==> config.mk <==
export PLATFORM = sky130hd
export DESIGN_NAME = player_ship_ctrl
export DESIGN_NICKNAME = d
export VERILOG_FILES = /design/src/rtl/player_pkg.sv /design/src/rtl/player_pos_ctrl.sv /design/src/rtl/player_ship_ctrl.sv
export SDC_FILE = /design/constraint.sdc
export NUM_CORES = 1
export LEC_CHECK = 0
export BUFFER_PORTS_ARGS = -buffer_cell sky130_fd_sc_hd__buf_4
export CAP_MARGIN = 25
export CORE_MARGIN = 5
export CORE_UTILIZATION = 40
export CTS_CLUSTER_DIAMETER = 100
export DETAILED_ROUTE_END_ITERATION = 8
export GPL_TIMING_DRIVEN = 0
export REMOVE_ABC_BUFFERS = 1
export SYNTH_ARGS = -nofsm -noshare
export SYNTH_HDL_FRONTEND = slang
export SYNTH_SLANG_ARGS = --single-unit
export TNS_END_PERCENT = 10
==> constraint.sdc <==
create_clock -name clk_i -period 3.3 [get_ports clk_i]
set_clock_uncertainty 0.05 [all_clocks]
set_input_delay 0.66 -clock clk_i [delete_from_list [all_inputs] [get_ports clk_i]]
set_output_delay 0.66 -clock clk_i [all_outputs]
set_load 0.05 [all_outputs]
==> src/rtl/player_pkg.sv <==
// Shared types for the player-ship controller: FSM state encoding and colour layout.
package player_pkg;

    typedef enum logic [2:0] {
        ST_IDLE   = 3'd0,
        ST_LEFT   = 3'd1,
        ST_RIGHT  = 3'd2,
        ST_PAUSED = 3'd3,
        ST_DEAD   = 3'd4
    } player_state_e;

    typedef logic [11:0] color_t;

    localparam int COLOR_R_MSB = 11;
    localparam int COLOR_R_LSB = 8;
    localparam int COLOR_G_MSB = 7;
    localparam int COLOR_G_LSB = 4;
    localparam int COLOR_B_MSB = 3;
    localparam int COLOR_B_LSB = 0;

    function automatic logic is_alive(input player_state_e s);
        return (s == ST_IDLE) || (s == ST_LEFT) || (s == ST_RIGHT);
    endfunction

endpackage

==> src/rtl/player_pos_ctrl.sv <==
// Ship position register with movement prescaler and border clamping.
module player_pos_ctrl #(
    parameter int pos_width_p   = 10,
    parameter int ship_width_p  = 40,
    parameter int step_p        = 10,
    parameter int left_border_p = 9,
    parameter int right_border_p = 630,
    parameter int reset_pos_p   = 249,
    parameter int move_div_p    = 4
) (
    input  logic                   clk_i,
    input  logic                   reset_i,
    input  logic                   move_left_i,
    input  logic                   move_right_i,
    input  logic                   reload_i,
    output logic [pos_width_p-1:0] pos_left_o
);

    localparam int DIV_W = (move_div_p > 1) ? $clog2(move_div_p) : 1;
    localparam int PW1   = pos_width_p + 1;

    localparam logic [DIV_W-1:0]       DIV_LOAD   = DIV_W'(move_div_p - 1);
    localparam logic [PW1-1:0]         STEP       = PW1'(step_p);
    localparam logic [PW1-1:0]         LEFT_MIN   = PW1'(left_border_p);
    localparam logic [PW1-1:0]         LEFT_LIMIT = PW1'(left_border_p + step_p);
    localparam logic [PW1-1:0]         RIGHT_MAX  = PW1'(right_border_p - ship_width_p);
    localparam logic [pos_width_p-1:0] RESET_POS  = pos_width_p'(reset_pos_p);

    logic [DIV_W-1:0]       div_q;
    logic [pos_width_p-1:0] pos_q;
    logic [PW1-1:0]         pos_ext;
    logic [PW1-1:0]         pos_sum;
    logic [PW1-1:0]         pos_next;
    logic                   moving;
    logic                   tick;

    assign moving  = move_left_i | move_right_i;
    assign tick    = moving && (div_q == '0);
    assign pos_ext = {1'b0, pos_q};
    assign pos_sum = pos_ext + STEP;

    // Extra bit on pos_ext keeps the subtract/add clamps free of wraparound.
    always_comb begin
        pos_next = pos_ext;
        if (move_left_i) begin
            pos_next = (pos_ext >= LEFT_LIMIT) ? (pos_ext - STEP) : LEFT_MIN;
        end else if (move_right_i) begin
            pos_next = (pos_sum > RIGHT_MAX) ? RIGHT_MAX : pos_sum;
        end
    end

    always_ff @(posedge clk_i) begin
        if (reset_i) begin
            div_q <= DIV_LOAD;
            pos_q <= RESET_POS;
        end else begin
            if (!moving || div_q == '0) begin
                div_q <= DIV_LOAD;
            end else begin
                div_q <= div_q - DIV_W'(1);
            end

            if (reload_i) begin
                pos_q <= RESET_POS;
            end else if (tick) begin
                pos_q <= pos_next[pos_width_p-1:0];
            end
        end
    end

    assign pos_left_o = pos_q;

endmodule

==> src/rtl/player_ship_ctrl.sv <==
// Player-ship controller: movement FSM, lives, fire limiter and pause/death flow.
// Optional PLAYER_INVULN_EN adds a post-resume invulnerability window (invuln_o).
//
// state  | meaning
// IDLE   | alive, not moving
// LEFT   | alive, stepping left on prescaler ticks
// RIGHT  | alive, stepping right on prescaler ticks
// PAUSED | hit with lives left; frozen until shoot edge
// DEAD   | hit with no lives; shoot edge starts a new game
module player_ship_ctrl
    import player_pkg::*;
#(
    parameter int     pos_width_p     = 10,
    parameter int     ship_width_p    = 40,
    parameter int     step_p          = 10,
    parameter int     left_border_p   = 9,
    parameter int     right_border_p  = 630,
    parameter int     reset_pos_p     = 249,
    parameter int     move_div_p      = 4,
    parameter int     lives_width_p   = 2,
    parameter int     max_lives_p     = 3,
    parameter int     init_lives_p    = 2,
    parameter int     fire_cooldown_p = 8,
    parameter color_t color_p         = 12'h5E5
`ifdef PLAYER_INVULN_EN
    ,parameter int    invuln_cycles_p = 120
`endif
) (
    input  logic                     clk_i,
    input  logic                     reset_i,
    input  logic                     move_left_i,
    input  logic                     move_right_i,
    input  logic                     shoot_i,
    input  logic                     hit_i,
    input  logic                     add_life_i,
    output logic                     alive_o,
    output logic [lives_width_p-1:0] lives_o,
    output logic                     shot_laser_o,
    output logic                     resume_o,
    output logic                     new_game_o,
    output logic [pos_width_p-1:0]   pos_left_o,
    output logic [pos_width_p-1:0]   pos_right_o,
    output logic [pos_width_p-1:0]   gun_pos_o,
    output logic [3:0]               player_red_o,
    output logic [3:0]               player_green_o,
    output logic [3:0]               player_blue_o,
    output logic [2:0]               state_o
`ifdef PLAYER_INVULN_EN
    ,output logic                    invuln_o
`endif
);

    localparam int LW1  = lives_width_p + 1;
    localparam int CD_W = $clog2(fire_cooldown_p + 1);

    localparam logic [LW1-1:0]           MAX_LIVES  = LW1'(max_lives_p);
    localparam logic [lives_width_p-1:0] INIT_LIVES = lives_width_p'(init_lives_p);
    localparam logic [CD_W-1:0]          CD_LOAD    = CD_W'(fire_cooldown_p);

    player_state_e            state_q, state_d;
    logic [lives_width_p-1:0] lives_q, lives_d;
    logic [CD_W-1:0]          cool_q;
    logic [LW1-1:0]           lives_sum;
    logic [LW1-1:0]           lives_eff;
    logic                     shoot_q;
    logic                     shoot_rise;
    logic                     hit_eff;
    logic                     fire_d;
    logic                     reload;
    logic                     resume_d;
    logic                     new_game_d;
    logic                     shot_q;
    logic                     resume_q;
    logic                     new_game_q;

    assign shoot_rise = shoot_i & ~shoot_q;
    assign lives_sum  = {1'b0, lives_q} + LW1'(add_life_i);
    assign lives_eff  = (lives_sum > MAX_LIVES) ? MAX_LIVES : lives_sum;

`ifdef PLAYER_INVULN_EN
    localparam int IV_W = $clog2(invuln_cycles_p + 1);
    localparam logic [IV_W-1:0] IV_LOAD = IV_W'(invuln_cycles_p);

    logic [IV_W-1:0] invuln_q;

    always_ff @(posedge clk_i) begin
        if (reset_i) begin
            invuln_q <= '0;
        end else if (resume_d) begin
            invuln_q <= IV_LOAD;
        end else if (invuln_q != '0) begin
            invuln_q <= invuln_q - IV_W'(1);
        end
    end

    assign invuln_o = (invuln_q != '0);
    assign hit_eff  = hit_i & ~invuln_o;
`else
    assign hit_eff  = hit_i;
`endif

    always_comb begin
        state_d    = state_q;
        lives_d    = lives_q;
        reload     = 1'b0;
        resume_d   = 1'b0;
        new_game_d = 1'b0;
        case (state_q)
            ST_IDLE, ST_LEFT, ST_RIGHT: begin
                if (hit_eff) begin
                    if (lives_eff != '0) begin
                        lives_d = lives_eff[lives_width_p-1:0] - lives_width_p'(1);
                        state_d = ST_PAUSED;
                    end else begin
                        state_d = ST_DEAD;
                    end
                end else begin
                    lives_d = lives_eff[lives_width_p-1:0];
                    if (move_left_i && !move_right_i) begin
                        state_d = ST_LEFT;
                    end else if (move_right_i && !move_left_i) begin
                        state_d = ST_RIGHT;
                    end else begin
                        state_d = ST_IDLE;
                    end
                end
            end
            ST_PAUSED: begin
                if (shoot_rise) begin
                    state_d  = ST_IDLE;
                    reload   = 1'b1;
                    resume_d = 1'b1;
                end
            end
            ST_DEAD: begin
                if (shoot_rise) begin
                    state_d    = ST_IDLE;
                    reload     = 1'b1;
                    resume_d   = 1'b1;
                    new_game_d = 1'b1;
                    lives_d    = INIT_LIVES;
                end
            end
            default: state_d = ST_IDLE;
        endcase
    end

    // A hit in the same cycle as the shoot edge wins; no bullet leaves a dying ship.
    assign fire_d = shoot_rise && is_alive(state_q) && !hit_eff && (cool_q == '0);

    always_ff @(posedge clk_i) begin
        if (reset_i) begin
            state_q    <= ST_IDLE;
            lives_q    <= INIT_LIVES;
            cool_q     <= '0;
            shoot_q    <= 1'b1;
            shot_q     <= 1'b0;
            resume_q   <= 1'b0;
            new_game_q <= 1'b0;
        end else begin
            state_q    <= state_d;
            lives_q    <= lives_d;
            shoot_q    <= shoot_i;
            shot_q     <= fire_d;
            resume_q   <= resume_d;
            new_game_q <= new_game_d;
            if (resume_d) begin
                cool_q <= '0;
            end else if (fire_d) begin
                cool_q <= CD_LOAD;
            end else if (cool_q != '0) begin
                cool_q <= cool_q - CD_W'(1);
            end
        end
    end

    player_pos_ctrl #(
        .pos_width_p   (pos_width_p),
        .ship_width_p  (ship_width_p),
        .step_p        (step_p),
        .left_border_p (left_border_p),
        .right_border_p(right_border_p),
        .reset_pos_p   (reset_pos_p),
        .move_div_p    (move_div_p)
    ) u_pos (
        .clk_i       (clk_i),
        .reset_i     (reset_i),
        .move_left_i (state_q == ST_LEFT),
        .move_right_i(state_q == ST_RIGHT),
        .reload_i    (reload),
        .pos_left_o  (pos_left_o)
    );

    assign pos_right_o    = pos_left_o + pos_width_p'(ship_width_p);
    assign gun_pos_o      = pos_left_o + pos_width_p'(ship_width_p / 2);
    assign alive_o        = (state_q != ST_DEAD);
    assign lives_o        = lives_q;
    assign shot_laser_o   = shot_q;
    assign resume_o       = resume_q;
    assign new_game_o     = new_game_q;
    assign state_o        = state_q;
    assign player_red_o   = color_p[COLOR_R_MSB:COLOR_R_LSB];
    assign player_green_o = color_p[COLOR_G_MSB:COLOR_G_LSB];
    assign player_blue_o  = color_p[COLOR_B_MSB:COLOR_B_LSB];

endmodule

==> reports/qor.csv, run 1 <==
metric,value,unit
wire_per_inst,13.4,um
synth_seq_area_share,0.241,
vias,1859,
relSlewSlack,0.435,
avgSynthCellArea,7.92,um^2
cts_max_level,1,
io_buffers,45,
cp_cell_sequence,"inv_1, ha_1, a21oi_1, nor2_1, xnor2_1, buf_4",
worst_slew_pin_slew,846,ps
hold_class,register to register,
grt_pass1_wl,8.31,mm
syn_to_final_growth,13.8,%
synth_commonest_cells,"dfxtp_1, nor2_1, a21oi_1, buf_4, o21ai_0",
post_synth_instance_area,2080,um^2
grt-ovfl-total,0,
drtPass1Iterations,5,
yosys.cell_types.count,56,
num_rows,26,
grt_pass1_vias,1819,
cts_num_sinks,25,
whs,336,ps
clk_pin_slew_worst_paths,90,ps
p_int,533,uW
netSwitchingFraction,0.379,
coreArea,5070,um^2
hold_viol,0,
comb_power_share,0.361,
maxCapViolations,0,
cts_made_buffers,3,
synth_edf_count,0,
synth_top_area_cell,dfxtp_1,
finalNetCount,314,
crit_start,u_pos.pos_left_o[4],
finalCritPeriodShare,0.909,
power.leakage,0.000998,uW
fmax,333,MHz
required,2590,ps
rsz0062_at_grt,false,
clockBufferDepth,2,
pre_cts_ws,356,ps
placed_area,2320,um^2
period_minus_slack,3000,ps
crit_fanout,20,
slew_viol_final,0,
power_frac_seq,0.428,
dieArea,6730,um^2
setup_viol,0,
grtUsageTotal,0.151,
fin_util,0.465,
place_congestion,0.856,
cp_top_family,flip-flops,
ys_ff_latch,25,
slowest_stage,dfxtp_1,
num_io_pins,58,
slowest_delay,800,ps
grt_start_max_net_pins,25,
crit_buf_inv,2,
antenna_found_initial,0,
drt_first_iter_violations,78,
synthArstFlopShare,0,
cts_tree,done,
ant_nets,0,
via_per_inst,5.15,
status,completed,
synth_area_leaders,"dfxtp_1, ha_1, buf_4, xnor2_1, a21oi_1",
yosysWarnings,0,
num_antenna_cells,0,
worst_r2r_startpoint,u_pos.pos_left_o[3],
root_buffer,clkbuf_8,
r2r-end,u_pos.pos_left_o[2],
yosysTopAreaCellShare,0.241,
dpl.hpwl,3.69,mm
r2r_cells,8,
cp-start-kind,register,
clk_latency,260,ps
route.detailed.drc,0,
worstSetupEndpointType,output pin,
wl,4.82,mm
ys.flop_type,dfxtp_1,
start_util,0.409,
powerDensity,363,nW/um^2
power.switching,325,uW
die_h,82.0,um
worst-setup-path-type,register to output pin,
hold_buffers,0,
dieWidth,82.0,um
cp.depth,6,
worst_slack,299,ps
peakVddDrop,0.265,mV
postCtsSetupBuffers,0,
design_area,2360,um^2
netlist_instances,262,
pwr-share-clk,0.211,
layout-drive-gt1-share,0.227,
cts_resized,0,
cp.arrival,2290,ps
synth.most_common_cell,dfxtp_1,
endpoint,gun_pos_o[9],
r2r_setup_slack,370,ps
-- worst register-to-register path, stage by stage, from the launching register on --
cell       delay [ps]
dfxtp_1           570
inv_1             230
ha_1              250
a21oi_1           510
or3_2             250
o2111ai_1         190
a311oi_4          410
nor3_2            130
o221a_1           250
-- area by class of cell --
class                      instances  area [um^2]
fill                             544         2710
multi-input combinational        203         1340
sequential                        25          500
timing repair buffer              46          343
tap                               70         87.6
inverter                          13         48.8
clock buffer                       4         45.0
-- sequential cells by signal, summed over array words and instances (netlist names), 2 cells and up --
register,count
state_o,3
cool_q,4
u_pos.pos_left_o,10
u_pos.div_q,2
lives_o,2
-- through the flow --
stage / cells / power [uW] / TNS, ps
global placement: 356 / 681 / 0
detailed placement: 357 / 684 / 0
finish: 361 / 858 / 0
CTS: 361 / 868 / 0
floorplan: 241 / 614 / -2920
global route: 361 / 917 / 0
-- cells by family (layout without fill, tap and decap cells) --
kind of cell,count (synthesis),count (layout),synth area share
AO/OA/AOI/OAI,72,72,0.231
XOR/XNOR,17,17,0.0717
flip-flops,25,25,0.241
AND/OR/NAND/NOR,85,85,0.218
buffers and inverters,44,63,0.133
adder cells (fa/ha/maj),15,15,0.0904
other,2,12,0.00362
multiplexers,2,2,0.0108
-- placed cells by master (no fill, tap or decap), types with 4 or more instances in the layout --
cell type / n
o211ai_1: 6
a21oi_1: 21
o21ai_0: 18
ha_1: 15
dfxtp_1: 25
inv_1: 13
nor4_1: 4
a31oi_1: 5
nor2_1: 23
conb_1: 12
buf_4: 45
nand3_1: 5
nand2_1: 17
xnor2_1: 15
nor3_1: 7
-- power by group through the flow --
stage          sequential (uW)  combinational (uW)  clock (uW)
2_1_floorplan              410                 205           0
3_3_place_gp               374                 306           0
3_5_place_dp               375                 309           0
4_1_cts                    367                 312         188
5_1_grt                    375                 344         198
6_report                   367                 310         181
-- layer usage --
layer  global-route usage  routed length, um  vias to the layer above
met2                0.256               2210                       54
met3               0.0197                272                        6
met5                    0                  0                        -
met4               0.0399                 48                        0
met1                0.200               2290                      836
li1                     -                  -                      963
-- worst min path at each step --
stage	depth (start not counted)	startpoint	end	slack, ps
after floorplan	1	u_pos.div_q[0]	u_pos.div_q[0]	310
after global placement	1	u_pos.div_q[0]	u_pos.div_q[0]	320
after detailed placement	1	u_pos.div_q[0]	u_pos.div_q[0]	320
after CTS	1	u_pos.div_q[0]	u_pos.div_q[0]	340
after global routing	1	u_pos.div_q[0]	u_pos.div_q[0]	360
final	1	u_pos.div_q[0]	u_pos.div_q[0]	340
Power figures use the tool's default switching activity.
==> run 2, diff against run 1 <==
Settings changed: SYNTH_HIERARCHICAL set to 1.
Clock period 3.3 ns to 3.08 ns, I/O delays scaled along.
==> reports/qor.csv, run 2 <==
metric,value,unit
worst_r2r_startpoint,u_pos/pos_left_o[5],
route.detailed.drc,0,
fillers,611,
crit_fanout,26,
setup_viol,0,
cts_tree,done,
fin_util,0.458,
r2r-end,u_pos/pos_left_o[7],
synth.most_common_cell,dfxtp_1,
die_h,86.7,um
yosys.cell_types.count,68,
coreArea,5820,um^2
synthArstFlopShare,0,
cp.arrival,2220,ps
grtUsageTotal,0.144,
drtPass1Iterations,5,
wire_per_inst,13.9,um
dieArea,7520,um^2
place_congestion,0.834,
hold_class,register to register,
relSlewSlack,0.415,
layout_common_cells,"buf_4, nand2_1, dfxtp_1",
pre_cts_ws,-88.5,ps
hp-start,u_pos/div_q[0],
grt-ovfl-total,0,
synth_edf_count,0,
grt_start_max_net_pins,30,
num_antenna_cells,0,
mostFrequentLayoutCell,buf_4,
avgSynthCellArea,7.67,um^2
ys.flop_type,dfxtp_1,
r2r_setup_slack,230,ps
crit_start,u_pos/pos_left_o[5],
worst-setup-path-type,register to output pin,
antenna_found_initial,0,
required,2410,ps
layout-drive-gt1-share,0.227,
finalCritPeriodShare,0.936,
ys_ff_latch,25,
io_buffers,45,
cp_cell_sequence,"o21ai_0, or2_2, xnor2_1, buf_4",
via_per_inst,5.46,
rsz0062_at_grt,false,
synth_seq_area_share,0.213,
dieWidth,86.7,um
netlist_instances,307,
cts_made_buffers,3,
whs_path_depth,1,
syn_to_final_growth,13.2,%
clockBufferDepth,2,
ant_nets,0,
vias,2212,
holdPathEnd,u_pos/div_q[0],
slew_viol_final,0,
synth_top_area_cell,dfxtp_1,
status,completed,
powerDensity,385,nW/um^2
worst_slack,197,ps
cp_top_family,flip-flops,
drt_first_iter_violations,82,
dpl.hpwl,4.04,mm
crit_buf_inv,1,
clk_latency,260,ps
largest_reg_flops,10,
yosysWarnings,6,
grt_pass1_vias,1934,
cts_num_sinks,25,
root_buffer,clkbuf_8,
worst_slew_pin_slew,877,ps
finalNetCount,349,
grt_pass1_wl,9.12,mm
hold_viol,0,
worstSetupEndpointType,output pin,
num_io_pins,58,
num_rows,28,
synth_commonest_cells,"dfxtp_1, nand2_1, nor2_1",
period_minus_slack,2880,ps
slowest_stage,dfxtp_1,
fmax,347,MHz
wl,5.64,mm
post_synth_instance_area,2350,um^2
r2r_cells,6,
peakVddDrop,0.335,mV
slowest_delay,900,ps
cp-start-kind,register,
cts_max_level,1,
yosysTopAreaCellShare,0.213,
synth_area_leaders,"dfxtp_1, ha_1, buf_4, xnor2_1, nand2_1",
postCtsSetupBuffers,0,
clk_pin_slew_worst_paths,90,ps
power.leakage,0.00112,uW
maxCapViolations,0,
start_util,0.405,
[run 2: metrics by stage]
stage	area, um^2	hold WS, ps	power [uW]	setup TNS (ps)	instances
global placement	2590	317	830	-3720	400
global route	2660	373	1100	0	405
CTS	2660	342	1040	0	405
detailed placement	2600	320	836	-245	401
finish	2660	340	1020	0	405
floorplan	2160	308	750	-4450	280
[run 2: how the worst max path moves through the flow]
stage | end | slack [ps] | depth (start not counted)
after detailed placement | u_pos/pos_left_o[7] | -90 | 7
final | gun_pos_o[8] | 200 | 4
after global placement | u_pos/pos_left_o[7] | -570 | 7
after global routing | u_pos/pos_left_o[7] | 50 | 7
after CTS | gun_pos_o[8] | 80 | 4
after floorplan | u_pos/pos_left_o[7] | -580 | 7
[run 2: area by class of cell]
type | instances | area (um^2) | share of cell area
Tap cell | 75 | 93.8 | 0.0352
Multi-Input combinational cell | 239 | 1610 | 0.604
Sequential cell | 25 | 505 | 0.190
Timing Repair Buffer | 46 | 349 | 0.131
Inverter | 16 | 60.1 | 0.0225
Clock buffer | 3 | 41.3 | 0.0155
Clock inverter | 1 | 5.00 | 0.00188
[run 2: report_power, final]
part / internal, uW / total [uW] / switching, uW
Clock: 90.4 / 193 / 102
Combinational: 176 / 423 / 247
Sequential: 365 / 409 / 43.9
Total: 631 / 1020 / 394
[run 2: per-layer routing]
metal  share of wire  up-vias  global-route usage
met2            0.46       58               0.227
met1            0.47     1028               0.207
li1                -     1120                   -
met5               0        -                   0
met3           0.057        6              0.0219
met4          0.0083        0              0.0297
[run 2: logic make-up (layout without fill, tap and decap cells)]
| family | count (synthesis) | in the layout | synth area share |
|---|---|---|---|
| buf+inv | 53 | 66 | 0.125 |
| fa+ha+maj | 11 | 11 | 0.0585 |
| simple gates | 109 | 109 | 0.255 |
| flops | 25 | 25 | 0.213 |
| mux | 8 | 8 | 0.0346 |
| other cells | 2 | 12 | 0.00319 |
| xor+xnor | 16 | 16 | 0.0595 |
| compound gates | 83 | 83 | 0.251 |
[run 2: worst register-to-register path: stages (launching register included)]
cell and delay [ps]:
dfxtp_1 900, o2111a_1 420, a31oi_1 190, or3_4 460
a31oi_4 300, o21ai_1 90, a221o_1 330
[run 2: what timing repair did]
item / in CTS / in global routing
endpoints found under the setup margin: 6 / 8
gates resized for setup: 3 / 3
hold buffers: 0 / 0
==> run 3, diff against run 2 <==
Settings changed: RECOVER_POWER set to 100.
==> reports/qor.csv, run 3 (synthesis gave the netlist of run 2 again) <==
metric,value,unit
largest_reg_flops,10,
grt_pass1_wl,9.12,mm
setup_viol,0,
required,3190,ps
grtUsageTotal,0.144,
fmax,351,MHz
peakVddDrop,0.307,mV
antenna_found_initial,0,
slew_viol_final,0,
slowest_stage,dfxtp_1,
powerDensity,395,nW/um^2
multi_input_comb_area,1600,um^2
layout_common_cells,"clkbuf_1, nand2_1, dfxtp_1",
vias,2217,
power.switching,394,uW
hold_viol,0,
rsz0062_at_grt,false,
cts_max_level,1,
crit_fanout,26,
num_antenna_cells,0,
cp_cell_sequence,"o2111a_1, a31oi_1, or3_4, a31oi_4, o21ai_1, a221o_1",
coreArea,5820,um^2
dieWidth,86.7,um
fillers,646,
dpl.hpwl,4.04,mm
clockBufferDepth,2,
cp-start-kind,register,
grt_start_max_net_pins,30,
wl,5.65,mm
cts_num_sinks,25,
drt_first_iter_violations,80,
die_h,86.7,um
syn_to_final_growth,7.55,%
num_rows,28,
hold_class,register to register,
relSlewSlack,0.434,
postCtsSetupBuffers,0,
layout-drive-gt1-share,0.124,
route.detailed.drc,0,
comb_power_share,0.398,
cts_tree,done,
start_util,0.405,
ant_nets,0,
num_io_pins,58,
worstSetupEndpointType,register,
seq_area,505,um^2
io_buffers,45,
finalCritPeriodShare,0.926,
cp.arrival,2960,ps
clk_pin_slew_worst_paths,90,ps
grt_pass1_vias,1934,
power_frac_seq,0.408,
drtPass1Iterations,4,
cts_made_buffers,3,
hold_buffers,0,
grt-ovfl-total,0,
final.setup.tns,0,ps
place_congestion,0.834,
worst-setup-path-type,register to register,
status,completed,
via_per_inst,5.47,
netSwitchingFraction,0.394,
slowest_delay,880,ps
maxCapViolations,0,
worst_slew_pin_slew,848,ps
clk_latency,260,ps
pwr-share-clk,0.194,
wire_per_inst,13.9,um
mostFrequentLayoutCell,clkbuf_1,
p_total,1000,uW
cts_resized,3,
dieArea,7520,um^2
period_minus_slack,2850,ps
root_buffer,clkbuf_8,
finalNetCount,349,
p_int,607,uW
power.leakage,0.000996,uW
[run 3: power groups by stage]
| stage | clock network [uW] | logic (uW) | registers, uW |
|---|---|---|---|
| after global placement | 0 | 417 | 414 |
| after detailed placement | 0 | 421 | 415 |
| after global routing | 216 | 440 | 414 |
| after floorplan | 0 | 295 | 455 |
| final | 194 | 398 | 408 |
| after CTS | 206 | 424 | 408 |
[run 3: critical path: cells and delay by family, from the launching register on]
family / cells / cell delay (ps)
compound gates: 5 / 1340
flops: 1 / 880
simple gates: 1 / 460
[run 3: path summary, 6_finish.rpt]
kind              slack (ps)           startpoint  depth (start not counted)             endpoint
setup reg to reg         230  u_pos/pos_left_o[5]                          6  u_pos/pos_left_o[7]
hold reg to reg          340       u_pos/div_q[0]                          1       u_pos/div_q[0]
setup / recovery         230  u_pos/pos_left_o[5]                          6  u_pos/pos_left_o[7]
hold / removal           340       u_pos/div_q[0]                          1       u_pos/div_q[0]
[run 3: through the flow]
stage	std cells	setup slack (ps)	utilization	hold slack, ps	instance area, um^2
3_3_place_gp	400	-567	0.445	317	2590
5_1_grt	405	39.2	0.435	373	2530
3_5_place_dp	401	-88.5	0.448	320	2600
2_1_floorplan	280	-581	-	308	2160
6_report	405	228	0.435	340	2530
4_1_cts	405	84.7	0.457	342	2660
[run 3: area by class of cell]
class                           instances  area share
Clock buffer                            3      0.0163
Sequential cell                        25       0.200
Tap cell                               75      0.0371
Multi-Input combinational cell        239       0.633
Clock inverter                          1     0.00198
Inverter                               16      0.0237
Timing Repair Buffer                   46      0.0880
[run 3: per-layer routing]
layer | up-vias | wire length (um) | GRT usage
met5 | - | 0 | 0
met4 | 0 | 48 | 0.0297
met3 | 6 | 319 | 0.0219
met2 | 62 | 2530 | 0.227
met1 | 1028 | 2750 | 0.207
li1 | 1121 | - | -
